[src/rtl/multicycle_control_if.sv]
// Control/status bundle between the multi-cycle RV32I sequencer and its datapath / shared memory port.
interface multicycle_control_if;
    logic [31:0] instr;
    logic        alu_zero;
    logic        alu_lt;
    logic        mem_ready;
    logic        mem_req;
    logic        mem_write;
    logic        adr_src;
    logic        ir_write;
    logic        pc_write;
    logic        reg_write;
    logic [2:0]  imm_src;
    logic [1:0]  alu_src_a;
    logic [1:0]  alu_src_b;
    logic [3:0]  alu_ctrl;
    logic [1:0]  result_src;
    logic        illegal;

    modport master (
        input  instr, alu_zero, alu_lt, mem_ready,
        output mem_req, mem_write, adr_src, ir_write, pc_write, reg_write,
               imm_src, alu_src_a, alu_src_b, alu_ctrl, result_src, illegal
    );

    modport slave (
        output instr, alu_zero, alu_lt, mem_ready,
        input  mem_req, mem_write, adr_src, ir_write, pc_write, reg_write,
               imm_src, alu_src_a, alu_src_b, alu_ctrl, result_src, illegal
    );
endinterface

[src/rtl/multicycle_control.sv]
// Fetch/decode/execute/writeback sequencer for the multi-cycle RV32I core.
// Define ILLEGAL_TRAP_EN to park in a sticky TRAP state on unknown opcodes instead of skipping them.
module multicycle_control #(
    parameter int unsigned RESET_PC_HOLD = 1
) (
    input  logic                 clk,
    input  logic                 rst,
    multicycle_control_if.master bus
);
    localparam logic [2:0] FMT_I = 3'd0, FMT_S = 3'd1, FMT_B = 3'd2, FMT_U = 3'd3, FMT_J = 3'd4;

    localparam logic [3:0] ALU_ADD  = 4'd0, ALU_SUB = 4'd1, ALU_AND  = 4'd2, ALU_OR  = 4'd3;
    localparam logic [3:0] ALU_XOR  = 4'd4, ALU_SLT = 4'd5, ALU_SLTU = 4'd6, ALU_SLL = 4'd7;
    localparam logic [3:0] ALU_SRL  = 4'd8, ALU_SRA = 4'd9, ALU_PASS_B = 4'd10;

    localparam logic [6:0] OPC_LOAD   = 7'b0000011, OPC_STORE = 7'b0100011;
    localparam logic [6:0] OPC_OP     = 7'b0110011, OPC_OP_IMM = 7'b0010011;
    localparam logic [6:0] OPC_BRANCH = 7'b1100011, OPC_JAL   = 7'b1101111;
    localparam logic [6:0] OPC_JALR   = 7'b1100111, OPC_LUI   = 7'b0110111;
    localparam logic [6:0] OPC_AUIPC  = 7'b0010111;

    localparam logic [1:0] SRC_A_PC  = 2'd0, SRC_A_OLD_PC = 2'd1, SRC_A_RS1 = 2'd2;
    localparam logic [1:0] SRC_B_RS2 = 2'd0, SRC_B_IMM    = 2'd1, SRC_B_FOUR = 2'd2;
    localparam logic [1:0] RES_ALU_OUT = 2'd0, RES_MEM = 2'd1, RES_ALU = 2'd2;

    localparam logic [1:0] HOLD_INIT = 2'(RESET_PC_HOLD);

    typedef enum logic [3:0] {
        S_FETCH, S_DECODE, S_MEMADR, S_MEMRD, S_MEMWB, S_MEMWR, S_EXEC_R,
        S_EXEC_I, S_ALU_WB, S_BRANCH, S_JAL, S_JALR, S_UPPER, S_TRAP
    } state_t;

    state_t     state_q, state_d;
    logic [1:0] hold_q, hold_d;

    logic [6:0] opcode;
    logic [2:0] funct3;
    logic       funct7_5;
    logic       instr_unused;
    logic [3:0] arith_op;
    logic [3:0] branch_op;
    logic       branch_taken;

    assign opcode       = bus.instr[6:0];
    assign funct3       = bus.instr[14:12];
    assign funct7_5     = bus.instr[30];
    assign instr_unused = ^{bus.instr[31], bus.instr[29:15], bus.instr[11:7]};

    always_ff @(posedge clk) begin
        if (rst) begin
            state_q <= S_FETCH;
            hold_q  <= HOLD_INIT;
        end else begin
            state_q <= state_d;
            hold_q  <= hold_d;
        end
    end

    // funct7[5] selects SUB only for register-register ops; shifts use it for both forms.
    always_comb begin
        arith_op = ALU_ADD;
        case (funct3)
            3'b000:  arith_op = (opcode == OPC_OP && funct7_5) ? ALU_SUB : ALU_ADD;
            3'b001:  arith_op = ALU_SLL;
            3'b010:  arith_op = ALU_SLT;
            3'b011:  arith_op = ALU_SLTU;
            3'b100:  arith_op = ALU_XOR;
            3'b101:  arith_op = funct7_5 ? ALU_SRA : ALU_SRL;
            3'b110:  arith_op = ALU_OR;
            default: arith_op = ALU_AND;
        endcase
    end

    always_comb begin
        branch_op    = ALU_SUB;
        branch_taken = 1'b0;
        case (funct3)
            3'b000:  branch_taken = bus.alu_zero;
            3'b001:  branch_taken = !bus.alu_zero;
            3'b100:  begin branch_op = ALU_SLT;  branch_taken = bus.alu_lt;  end
            3'b101:  begin branch_op = ALU_SLT;  branch_taken = !bus.alu_lt; end
            3'b110:  begin branch_op = ALU_SLTU; branch_taken = bus.alu_lt;  end
            3'b111:  begin branch_op = ALU_SLTU; branch_taken = !bus.alu_lt; end
            default: branch_taken = 1'b0;
        endcase
    end

    always_comb begin
        state_d        = state_q;
        hold_d         = hold_q;
        bus.mem_req    = 1'b0;
        bus.mem_write  = 1'b0;
        bus.adr_src    = 1'b0;
        bus.ir_write   = 1'b0;
        bus.pc_write   = 1'b0;
        bus.reg_write  = 1'b0;
        bus.imm_src    = FMT_I;
        bus.alu_src_a  = SRC_A_PC;
        bus.alu_src_b  = SRC_B_RS2;
        bus.alu_ctrl   = ALU_ADD;
        bus.result_src = RES_ALU_OUT;

        case (state_q)
            S_FETCH: begin
                if (hold_q != 2'd0) begin
                    hold_d = hold_q - 2'd1;
                end else begin
                    bus.mem_req    = 1'b1;
                    bus.alu_src_b  = SRC_B_FOUR;
                    bus.result_src = RES_ALU;
                    bus.ir_write   = bus.mem_ready;
                    bus.pc_write   = bus.mem_ready;
                    if (bus.mem_ready) state_d = S_DECODE;
                end
            end
            S_DECODE: begin
                // The precomputed target is reused by JAL, so it needs the J immediate there.
                bus.alu_src_a = SRC_A_OLD_PC;
                bus.alu_src_b = SRC_B_IMM;
                bus.imm_src   = (opcode == OPC_JAL) ? FMT_J : FMT_B;
                case (opcode)
                    OPC_LOAD, OPC_STORE: state_d = S_MEMADR;
                    OPC_OP:              state_d = S_EXEC_R;
                    OPC_OP_IMM:          state_d = S_EXEC_I;
                    OPC_BRANCH:          state_d = S_BRANCH;
                    OPC_JAL:             state_d = S_JAL;
                    OPC_JALR:            state_d = S_JALR;
                    OPC_LUI, OPC_AUIPC:  state_d = S_UPPER;
`ifdef ILLEGAL_TRAP_EN
                    default:             state_d = S_TRAP;
`else
                    default:             state_d = S_FETCH;
`endif
                endcase
            end
            S_MEMADR: begin
                bus.alu_src_a = SRC_A_RS1;
                bus.alu_src_b = SRC_B_IMM;
                bus.imm_src   = (opcode == OPC_STORE) ? FMT_S : FMT_I;
                state_d       = (opcode == OPC_STORE) ? S_MEMWR : S_MEMRD;
            end
            S_MEMRD: begin
                bus.mem_req = 1'b1;
                bus.adr_src = 1'b1;
                if (bus.mem_ready) state_d = S_MEMWB;
            end
            S_MEMWB: begin
                bus.reg_write  = 1'b1;
                bus.result_src = RES_MEM;
                state_d        = S_FETCH;
            end
            S_MEMWR: begin
                bus.mem_req   = 1'b1;
                bus.mem_write = 1'b1;
                bus.adr_src   = 1'b1;
                if (bus.mem_ready) state_d = S_FETCH;
            end
            S_EXEC_R: begin
                bus.alu_src_a = SRC_A_RS1;
                bus.alu_src_b = SRC_B_RS2;
                bus.alu_ctrl  = arith_op;
                state_d       = S_ALU_WB;
            end
            S_EXEC_I: begin
                bus.alu_src_a = SRC_A_RS1;
                bus.alu_src_b = SRC_B_IMM;
                bus.alu_ctrl  = arith_op;
                state_d       = S_ALU_WB;
            end
            S_ALU_WB: begin
                // JALR overwrote the ALU register with its target, so the link is recomputed live.
                bus.reg_write = 1'b1;
                if (opcode == OPC_JALR) begin
                    bus.alu_src_a  = SRC_A_OLD_PC;
                    bus.alu_src_b  = SRC_B_FOUR;
                    bus.result_src = RES_ALU;
                end
                state_d = S_FETCH;
            end
            S_BRANCH: begin
                bus.alu_src_a = SRC_A_RS1;
                bus.alu_src_b = SRC_B_RS2;
                bus.imm_src   = FMT_B;
                bus.alu_ctrl  = branch_op;
                bus.pc_write  = branch_taken;
                state_d       = S_FETCH;
            end
            S_JAL: begin
                bus.alu_src_a = SRC_A_OLD_PC;
                bus.alu_src_b = SRC_B_FOUR;
                bus.imm_src   = FMT_J;
                bus.pc_write  = 1'b1;
                state_d       = S_ALU_WB;
            end
            S_JALR: begin
                bus.alu_src_a  = SRC_A_RS1;
                bus.alu_src_b  = SRC_B_IMM;
                bus.result_src = RES_ALU;
                bus.pc_write   = 1'b1;
                state_d        = S_ALU_WB;
            end
            S_UPPER: begin
                bus.imm_src   = FMT_U;
                bus.alu_src_b = SRC_B_IMM;
                if (opcode == OPC_LUI) begin
                    bus.alu_ctrl = ALU_PASS_B;
                end else begin
                    bus.alu_src_a = SRC_A_OLD_PC;
                end
                state_d = S_ALU_WB;
            end
            S_TRAP:  state_d = S_TRAP;
            default: state_d = S_FETCH;
        endcase
    end

`ifdef ILLEGAL_TRAP_EN
    assign bus.illegal = (state_q == S_TRAP);
`else
    assign bus.illegal = 1'b0;
`endif
endmodule
[src/flat_wrapper.sv]
// flat-port wrapper written by rule: the top's interface ports become plain ports
module multicycle_control_flat 
#(
    parameter int unsigned RESET_PC_HOLD = 1
)
  (clk, rst, bus_instr, bus_alu_zero, bus_alu_lt, bus_mem_ready, bus_mem_req, bus_mem_write, bus_adr_src, bus_ir_write, bus_pc_write, bus_reg_write, bus_imm_src, bus_alu_src_a, bus_alu_src_b, bus_alu_ctrl, bus_result_src, bus_illegal);
  multicycle_control_if bus_i ();
  input  logic clk;
  input  logic rst;
  input wire logic [$bits(bus_i.instr)-1:0] bus_instr;
  input wire logic [$bits(bus_i.alu_zero)-1:0] bus_alu_zero;
  input wire logic [$bits(bus_i.alu_lt)-1:0] bus_alu_lt;
  input wire logic [$bits(bus_i.mem_ready)-1:0] bus_mem_ready;
  output wire logic [$bits(bus_i.mem_req)-1:0] bus_mem_req;
  output wire logic [$bits(bus_i.mem_write)-1:0] bus_mem_write;
  output wire logic [$bits(bus_i.adr_src)-1:0] bus_adr_src;
  output wire logic [$bits(bus_i.ir_write)-1:0] bus_ir_write;
  output wire logic [$bits(bus_i.pc_write)-1:0] bus_pc_write;
  output wire logic [$bits(bus_i.reg_write)-1:0] bus_reg_write;
  output wire logic [$bits(bus_i.imm_src)-1:0] bus_imm_src;
  output wire logic [$bits(bus_i.alu_src_a)-1:0] bus_alu_src_a;
  output wire logic [$bits(bus_i.alu_src_b)-1:0] bus_alu_src_b;
  output wire logic [$bits(bus_i.alu_ctrl)-1:0] bus_alu_ctrl;
  output wire logic [$bits(bus_i.result_src)-1:0] bus_result_src;
  output wire logic [$bits(bus_i.illegal)-1:0] bus_illegal;
  assign bus_i.instr = bus_instr;
  assign bus_i.alu_zero = bus_alu_zero;
  assign bus_i.alu_lt = bus_alu_lt;
  assign bus_i.mem_ready = bus_mem_ready;
  assign bus_mem_req = bus_i.mem_req;
  assign bus_mem_write = bus_i.mem_write;
  assign bus_adr_src = bus_i.adr_src;
  assign bus_ir_write = bus_i.ir_write;
  assign bus_pc_write = bus_i.pc_write;
  assign bus_reg_write = bus_i.reg_write;
  assign bus_imm_src = bus_i.imm_src;
  assign bus_alu_src_a = bus_i.alu_src_a;
  assign bus_alu_src_b = bus_i.alu_src_b;
  assign bus_alu_ctrl = bus_i.alu_ctrl;
  assign bus_result_src = bus_i.result_src;
  assign bus_illegal = bus_i.illegal;
  multicycle_control #(.RESET_PC_HOLD(RESET_PC_HOLD)) u_core (.clk(clk), .rst(rst), .bus(bus_i));
endmodule
[config.mk]
export PLATFORM = sky130hd
export DESIGN_NAME = multicycle_control_flat
export DESIGN_NICKNAME = d
export VERILOG_FILES = /design/src/rtl/multicycle_control_if.sv /design/src/rtl/multicycle_control.sv /design/src/flat_wrapper.sv
export SDC_FILE = /design/constraint.sdc
export NUM_CORES = 1
export LEC_CHECK = 0
export CORE_UTILIZATION = 38
export CTS_CLUSTER_SIZE = 30
export DETAILED_ROUTE_END_ITERATION = 10
export PLACE_DENSITY = 0.81
export REMOVE_ABC_BUFFERS = 1
export SLEW_MARGIN = 5
export SYNTH_ARGS = -nofsm -noshare
export SYNTH_HDL_FRONTEND = slang
export SYNTH_SLANG_ARGS = --single-unit
[constraint.sdc]
create_clock -name clk -period 1.7 [get_ports clk]
set_clock_uncertainty 0.2 [all_clocks]
set_input_delay 0.255 -clock clk [delete_from_list [all_inputs] [get_ports clk]]
set_output_delay 0.255 -clock clk [all_outputs]
set_load 0.03 [all_outputs]
Yosys cells after proc, flatten, opt, wreduce, memory -nomap -nowiden
Cells that the tools add are included.

Bits in registers: 6. Bits of input ports: 37. Output and inout bits: 20.

Add/sub/neg operators: 1. Equality and inequality tests: 33. Muxes and demuxes: 32. Reduce and logical (&&, ||, !) cells: 22.

Operators by type and width (number): 4-bit one-hot mux with 7 select lines (3); 4-bit equality test, second input constant (6); 2-bit one-hot mux with 4 select lines (3); 2-bit OR reduction (11); 7-bit by 6-bit equality test with 1-bit output, second input constant (3); 7-bit equality test, second input constant (3); 4-bit 2-to-1 mux (5); 4-bit by 3-bit equality test with 1-bit output, second input constant (4); 3-bit one-hot mux with 5 select lines (1); 5-bit OR reduction (3); 7-bit by 5-bit equality test with 1-bit output, second input constant (2); 3-bit equality test, second input constant (4); 4-bit one-hot mux with 3 select lines (1); 1-bit 2-to-1 mux (11); 4-bit by 2-bit equality test with 1-bit output, second input constant (2); 2-bit != test, second input constant (4); 7-bit by 2-bit equality test with 1-bit output, second input constant (1); 3-bit by 2-bit equality test with 1-bit output, second input constant (2); 3-bit 2-to-1 mux (2); 3-bit one-hot mux with 2 select lines (1); 4-bit by 1-bit equality test with 1-bit output, second input constant (1); 4-bit zero test (1); 2-bit 2-to-1 mux (2); 1-bit one-hot mux with 4 select lines (1); 10 further kinds (11).

Logic depth before layout (Yosys ltp)
Gate-level depths: netlist of the first run.

Depth in word-level cells: 5. Mapped depth: 6. Depth with buffers taken out: 6.

Worst setup path after synthesis of the first run
OpenSTA, ideal clock, no wires.

Path type: reg2out. Start: register u_core.state_q[2]. End: output bus_mem_req. Arrival: 1.661 ns. Data required time: 1.245 ns. Path slack: -0.416 ns. Cell stages (with the launch flop): 5. Path buffers: 2. Cell sequence: dfxtp_1 buf_6 buf_2 a21oi_1 a221oi_1.

Longest elaborated chain between the ends: 3.

RTL lines: from (decl) (line multicycle_control.sv:33) `state_t state_q, state_d;`; from (signal assigned) (line multicycle_control.sv:54) `state_q <= state_d;`; 4-bit by 2-bit equality test with 1-bit output / 4-bit by 3-bit equality test with 1-bit output (equally long branches) (line multicycle_control.sv:103) `case (state_q)`; 2-bit OR reduction (no line); 1-bit one-hot mux with 2 select lines * (line multicycle_control.sv:103); to (decl) (line flat_wrapper.sv:14) `output wire logic [$bits(bus_i.mem_req)-1:0] bus_mem_req;`.

Every way passes the cells marked *; elsewhere a longest branch is shown, timed or not.

Worst setup path after layout of the first run
Start: register u_core.state_q[0]. End: output bus_imm_src[1].

Longest elaborated chain between the ends: 2.

RTL lines: 4-bit equality test (tied with other cells) (line multicycle_control.sv:103); 3-bit one-hot mux with 5 select lines * (line multicycle_control.sv:103); to (decl) (line flat_wrapper.sv:20) `output wire logic [$bits(bus_i.imm_src)-1:0] bus_imm_src;`.

Marked as above.

==> summary.txt, run 1 <==
Status - finished, violations left
Failing checks - setup timing
Die area - 2760 µm²
Setup WS pre-CTS - -445 ps
Achievable frequency - 0.496 GHz
Simple-Gate Fraction of Synth Area - 41.6%
Reg2reg start - u_core.state_q[3]
Largest net degree at the start of global routing - 13
Worst Hold Depth - 5
Antenna diodes - 0
Global-route wire length before repair - 7.01 mm
Share of layout cells above drive strength 1 - 58.7%
Vias in the first global route - 1486
Endpoints failing setup - 23
Critical Path Fanout Max - 12
I/O Buffers - 34
Worst setup margin - -315 ps
Final worst path period share - 119%
CTS tree - built
Critical Path Source Type - register
Clock root cell - clkbuf_4
Post-synth EDFFs - 0
Filler cell count in the final layout - 94
Die width - 52.5 µm
# nets final - 270
Initial DRC count - 119
Peak per-stage delay on the critical path - 380 ps
Clk sinks - 6
Cell Chain, Critical Path - buf_6 > nand2b_1 > a21oi_1 > a31oi_1 > nor2_1 > buf_4
Synth Area in Compound Gates - 30.8%
RR Endpoint - u_core.state_q[0]
First-pass DRT Iterations - 4
Most common cell in the netlist - nor2_1
CTS buffer count - 3
Crit path max-delay cell type - dfxtp_4
Initial Utilization - 41.9%
Delay-heaviest family, CP - flip-flops
Area occupied by multi-input gates - 1030 µm²
Async set-reset flop share out of synthesis - 0%
Synth area leaders - dfxtp_1 12%, a21oi_1 6.2%, nor2_1 5.4%
Period minus WS final - 2010 ps
Largest family of logic cells by synthesized area - simple AND/OR/NAND/NOR gates
Largest area contributor in the netlist - dfxtp_1
Synth cell count leaders - 14 x nor2_1, 12 x a21oi_1, 12 x nand2_1
Maximum vdd drop - 0.585 mV
Routed wire length - 5.87 mm
Synth Flop Type - dfxtp_1
I/O pin count - 57
Total congestion overflow - 0
Clock-pin slew on the worst setup and hold paths - 60 ps
Slew Limit Fails - 0
Yosys warnings - 0
Drt wl/cell - 22.7 µm
Clk_lat worst skew - 260 ps
Final Hold Vio Count - 0
P&R area growth vs syn - 117%
Core area - 2320 µm²
CTS max path bufs - 2
WP buf/inv - 2
Multiplexer area fraction after synthesis - 0%
Die height - 52.5 µm
Detail Route Antenna Nets - 0
HP Start - bus_instr[4]
Num rows - 17
Synth top area share - 12.4%
Synth unique cells - 52
Kind of critical path - register to primary output
Synthesized-area fraction occupied by adder cells - 1.29%
Final GP Congestion - 0.917
Max cap viols - 0
RSZ-0062 raised after global routing - true
Worst EP arrival - 1560 ps
Worst reg2reg path depth - 7
Share of the yosys chip area belonging to registers - 12.4%
Initial antenna violation count - 0
R2R Setup Slk - -90 ps
Pwr Density - 647 nW/µm²
Synth Register Bits - 6
HPWL after DPL - 2.67 mm
Worst hold endpoint - u_core.state_q[2]
Leak - 0.868 nW
DR DRC count - 0
Worst Setup End Kind - primary output
Sequential cell area - 135 µm²
Via density - 6.47
Cell Count Post-Placement - 235
Hold Path Class - input pin to register
Pwr Total - 0.00136 W
H-tree depth - 1
Cell Area, Synth - 971 µm²
XOR/XNOR Fraction of Synth Area - 4.51%
Non-filler cells in the finished layout - 258
GRT Total Usage - 34.9%
Mapped Cells - 142
Avg Synthesized Cell Area - 6.84 µm²
Vias - 1670
CP required - 1240 ps
==> flip-flops by register name (all words and copies together), names as in the netlist <==
register,flops
u_core.state_q,4
u_core.hold_q,2
==> cell usage in the layout (no fill, tap or decap), types with 5 or more instances in the layout <==
cell type / instances
a21oi_2: 5
nand2_1: 8
dlygate4sd2_1: 5
a21oi_1: 7
buf_6: 22
buf_4: 56
nor2_4: 6
nor2_1: 10
==> worst reg2reg max path: cells and delay by family (launching register included) <==
family          cells  cell delay [ps]
buf+inv             3              390
flops               1              360
simple gates        2              400
compound gates      2              340
==> power by group <==
group / internal [W] / switching (W) / leakage, nW
logic: 0.000459 / 0.000560 / 0.802
clock network: 0.0000807 / 0.0000634 / 0.0138
registers: 0.000165 / 0.0000352 / 0.0522
total: 0.000705 / 0.000658 / 0.868
==> what timing repair did <==
item,4_1_cts,5_1_grt
buffers inserted,12,10
hold buffers,0,0
gates cloned,1,0
pin swaps,22,30
resized for setup,63,43
setup endpoints to repair,21,23
==> how the worst max path moves through the flow <==
| stage | slack [ps] | cells after the start | to | from |
|---|---|---|---|---|
| floorplan | -520 | 4 | bus_alu_src_b[0] | u_core.state_q[1] |
| global placement | -390 | 5 | bus_alu_ctrl[1] | bus_instr[0] |
| detailed placement | -450 | 6 | bus_result_src[1] | bus_instr[0] |
| CTS | -240 | 5 | bus_result_src[1] | u_core.state_q[0] |
| global route | -430 | 6 | bus_result_src[1] | bus_instr[0] |
| finish | -310 | 6 | bus_imm_src[1] | u_core.state_q[0] |
==> final cells by class <==
class | count | share of cell area, %
Inverter | 6 | 1.07
Clock buffer | 3 | 1.07
Multi-Input combinational cell | 119 | 48.7
Timing Repair Buffer | 96 | 41.1
Tap cell | 28 | 1.66
Sequential cell | 6 | 6.42
==> per-layer routing <==
metal / part of all wire [%] / track usage, % / vias to the layer above / wire, µm
met3: 10 / 3.48 / 32 / 599
met5: 0 / 0 / - / 0
met1: 38 / 41.3 / 784 / 2210
li1: - / - / 710 / -
met2: 48 / 61.6 / 144 / 2800
met4: 4.5 / 16.7 / 0 / 263
==> logic make-up (layout without fill, tap and decap cells) <==
family | count (synthesis) | after routing
other | 1 | 1
buffers and inverters | 17 | 105
xor gates and xnor gates | 5 | 5
AOI/OAI and AO/OA | 44 | 44
and+or+nand+nor | 68 | 68
adders and majority gates | 1 | 1
DFF | 6 | 6
==> metrics by stage <==
step | TNS [ps] | hold slack, ps | utilization, % | cell area (µm²)
floorplan | -4600 | 128 | - | 906
global placement | -4400 | 282 | 66.8 | 1550
detailed placement | -5220 | 309 | 66.8 | 1550
CTS | -2550 | 323 | 81.7 | 1890
global route | -4790 | 334 | 90.8 | 2110
finish | -3870 | 318 | 90.8 | 2110
(Power assumes the default switching activity.)
==> run 2, diff against run 1 <==
CORE_UTILIZATION = 55   (was 38)
DONT_BUFFER_PORTS = 1   (was unset)
PLACE_DENSITY = 0.7   (was 0.81)
==> run 2 against run 1 <==
Net effect:
- the flow now stops in global routing
- synthesized cell count did not move
- area after synthesis did not move
==> summary.txt, run 2 <==
Die height - 44.0 µm
Initial Utilization - 61.6%
Share of the yosys chip area belonging to registers - 12.4%
Mapped Cells - 142
HPWL after DPL - 2.27 mm
Cell Area, Synth - 971 µm²
Clk sinks - 6
Largest net degree at the start of global routing - 15
Avg Synthesized Cell Area - 6.84 µm²
Status - stopped before the end
I/O pin count - 57
Async set-reset flop share out of synthesis - 0%
I/O Buffers - 0
Most common cell in the netlist - nor2_1
CTS buffer count - 3
Placed Area - 1220 µm²
Stop Error - [ERROR DPL-0038] Utilization greater than 100%, impossible to legalize
Synth Register Bits - 6
Die width - 44.0 µm
CTS max path bufs - 2
Final GP Congestion - 0.890
Exit stage - global routing
Num rows - 14
Largest area contributor in the netlist - dfxtp_1
Synth Flop Type - dfxtp_1
H-tree depth - 1
Post-synth EDFFs - 0
Yosys warnings - 0
GRT worst endpoint - bus_alu_ctrl[2]
Worst endpoint type - top-level output
Synth top area share - 12.4%
Clock root cell - clkbuf_4
Synth cell count leaders - 14 x nor2_1, 12 x a21oi_1, 12 x nand2_1
Synth area leaders - dfxtp_1 12%, a21oi_1 6.2%, nor2_1 5.4%
Synth unique cells - 52
## run 2: cell counts after synthesis
No cell type changed its count.
## run 2: through the flow
| stage | setup WS [ps] | util (%) | cells |
|---|---|---|---|
| after global placement | -133 | 77.1 | 184 |
| after detailed placement | -136 | 77.1 | 184 |
| after floorplan | -520 | - | 131 |
| after CTS | -199 | 96.2 | 200 |
## run 2: repair_timing
action | CTS
setup buffers | 12
hold endpoints to repair | 2
pin swaps | 18
hold buffers | 1
setup endpoints to repair | 20
resized for setup | 45
## run 2: cells by family after synthesis
logic type      after synthesis  synth area share (%)
compound gates               44                  30.8
flops                         6                  12.4
xor+xnor                      5                  4.51
other cells                   1                 0.386
simple gates                 68                  41.6
fa+ha+maj                     1                  1.29
buf+inv                      17                  9.02
==> run 3, diff against run 2 <==
CORE_AREA = 2 2 63 65   (was unset)
CORE_UTILIZATION = unset   (was 55)
CTS_CLUSTER_SIZE = unset   (was 30)
DIE_AREA = 0 0 65 67   (was unset)
PLACE_DENSITY = unset   (was 0.7)
PLACE_DENSITY_LB_ADDON = 0.15   (was unset)
==> run 3 against run 2 <==
Net effect:
- the flow now finishes, with violations (setup timing)
==> summary.txt, run 3 (synthesis results as in run 1) <==
Sw Ratio - 42.4%
Endpoints failing setup - 16
GRT Total Usage - 15.1%
Switching pwr - 0.000492 W
I/O Buffers - 0
Worst hold endpoint - u_core.state_q[1]
CP required - 1240 ps
Die width - 65 µm
Peak per-stage delay on the critical path - 380 ps
Hold Path Class - input pin to register
Via density - 5.28
First-pass DRT Iterations - 4
Worst setup margin - -179 ps
HPWL after DPL - 2.47 mm
Kind of critical path - register to primary output
Pwr Density - 696 nW/µm²
Share of layout cells above drive strength 1 - 47.1%
Reg2reg start - u_core.state_q[0]
Vias - 1252
RR Endpoint - u_core.state_q[2]
Sequential cell area - 135 µm²
I/O pin count - 57
Final setup TNS - -1910 ps
Core area - 3610 µm²
Initial antenna violation count - 0
HP Start - rst
Largest net degree at the start of global routing - 13
CTS max path bufs - 2
Clk_lat worst skew - 220 ps
Final worst path period share - 111%
Worst Setup End Kind - primary output
Comb power frac - 64.9%
Cell Chain, Critical Path - or2_4 > o31ai_2 > nand2_1 > a21oi_1 > buf_4
Commonest cells after routing, fill and taps aside - 38 x buf_4, 12 x buf_6, 11 x nand2_1, 11 x a21oi_1, 10 x nor2_1
Filler cell count in the final layout - 370
Clock power share - 18.6%
Die area - 4360 µm²
Commonest non-fill, non-tap cell in the layout - buf_4
Int Pwr - 0.000668 W
Clk sinks - 6
H-tree depth - 1
Total congestion overflow - 0
Sequential Power Share - 16.5%
Status - finished, violations left
P&R area growth vs syn - 71.6%
Detail Route Antenna Nets - 0
Die height - 67 µm
Final instance area - 1670 µm²
WP buf/inv - 1
Delay-heaviest family, CP - flip-flops
DR DRC count - 0
Maximum vdd drop - 0.213 mV
R2R Setup Slk - -120 ps
Critical Path Fanout Max - 8
Worst Hold Depth - 3
RSZ-0062 raised after global routing - true
Clock-pin slew on the worst setup and hold paths - 40 ps
Area occupied by multi-input gates - 895 µm²
Achievable frequency - 0.532 GHz
Period minus WS final - 1880 ps
Routed wire length - 3.39 mm
Final Hold Vio Count - 0
Failing checks - setup timing
Most flops, register - u_core.state_q
Antenna diodes - 0
Slew Limit Fails - 0
Max cap viols - 0
Final GP Congestion - 0.813
Critical Path Source Type - register
Largest regs - u_core.state_q: 4 flops, u_core.hold_q: 2 flops
Clock root cell - clkbuf_8
Number of flip-flops in the largest register - 4
Drt wl/cell - 14.3 µm
Leak - 0.655 nW
Vias in the first global route - 1116
# nets final - 229
Initial Utilization - 26.9%
Num rows - 22
CTS tree - built
Crit path max-delay cell type - dfxtp_4
CTS buffer count - 3
Initial DRC count - 59
Global-route wire length before repair - 5.15 mm
Worst reg2reg path depth - 7
Placed Area - 1320 µm²
Worst EP arrival - 1420 ps
Pwr Total - 0.00116 W
run 3: through the flow:
| stage | setup slack (ps) | utilization [%] | std cells | hold slack [ps] |
|---|---|---|---|---|
| after detailed placement | -173 | 36.6 | 223 | 132 |
| after floorplan | -520 | - | 131 | 128 |
| after global routing | -238 | 46.2 | 237 | 43.9 |
| final | -179 | 46.2 | 237 | 34.4 |
| after global placement | -204 | 36.6 | 223 | 131 |
| after CTS | -165 | 42.9 | 235 | 33.2 |
run 3: worst max-delay path by stage:
stage                       from                 to  cells after the start  slack, ps
2_1_floorplan  u_core.state_q[1]   bus_alu_src_b[0]                      4       -520
3_3_place_gp   u_core.state_q[1]     bus_imm_src[2]                      5       -200
3_5_place_dp   u_core.state_q[1]    bus_alu_ctrl[2]                      6       -170
4_1_cts        u_core.state_q[0]    bus_alu_ctrl[1]                      5       -170
5_1_grt        u_core.state_q[0]    bus_alu_ctrl[1]                      5       -240
6_report       u_core.state_q[1]  bus_result_src[1]                      5       -180
run 3: final cells by class:
type / instances / area share [%]
multi-input combinational: 119 / 53.7
clock buffer: 3 / 2.48
inverter: 6 / 1.50
timing repair buffer: 55 / 30.6
tap: 48 / 3.60
sequential: 6 / 8.11
run 3: worst reg2reg max path: cells and delay by family (launching register included):
family                 cells  cell delay, ps
AOI/OAI and AO/OA          1             230
buffers and inverters      4             570
DFF                        1             370
and+or+nand+nor            2             350
run 3: power by group through the flow:
stage               clock network [W]  registers (W)  logic [W]
floorplan                           0       0.000202   0.000413
global placement                    0       0.000193   0.000653
detailed placement                  0       0.000193   0.000661
CTS                          0.000216       0.000192   0.000712
global route                 0.000228       0.000195   0.000816
finish                       0.000216       0.000191   0.000753
run 3: what timing repair did:
| action | CTS | global route |
|---|---|---|
| hold buffers | 1 | 0 |
| setup endpoints to repair | 21 | 21 |
| gates resized for setup | 29 | 22 |
| gates cloned | 0 | 1 |
| buffers inserted | 8 | 1 |
| hold endpoints to repair | 2 | 0 |
| pin swaps | 11 | 5 |
run 3: per-layer routing:
metal	track usage, %	share of wire, %	up-vias
met2	25.6	49	41
met1	19.5	44	578
met4	3.72	0.74	0
met3	2.70	6.3	4
met5	0	0	-
li1	-	-	629
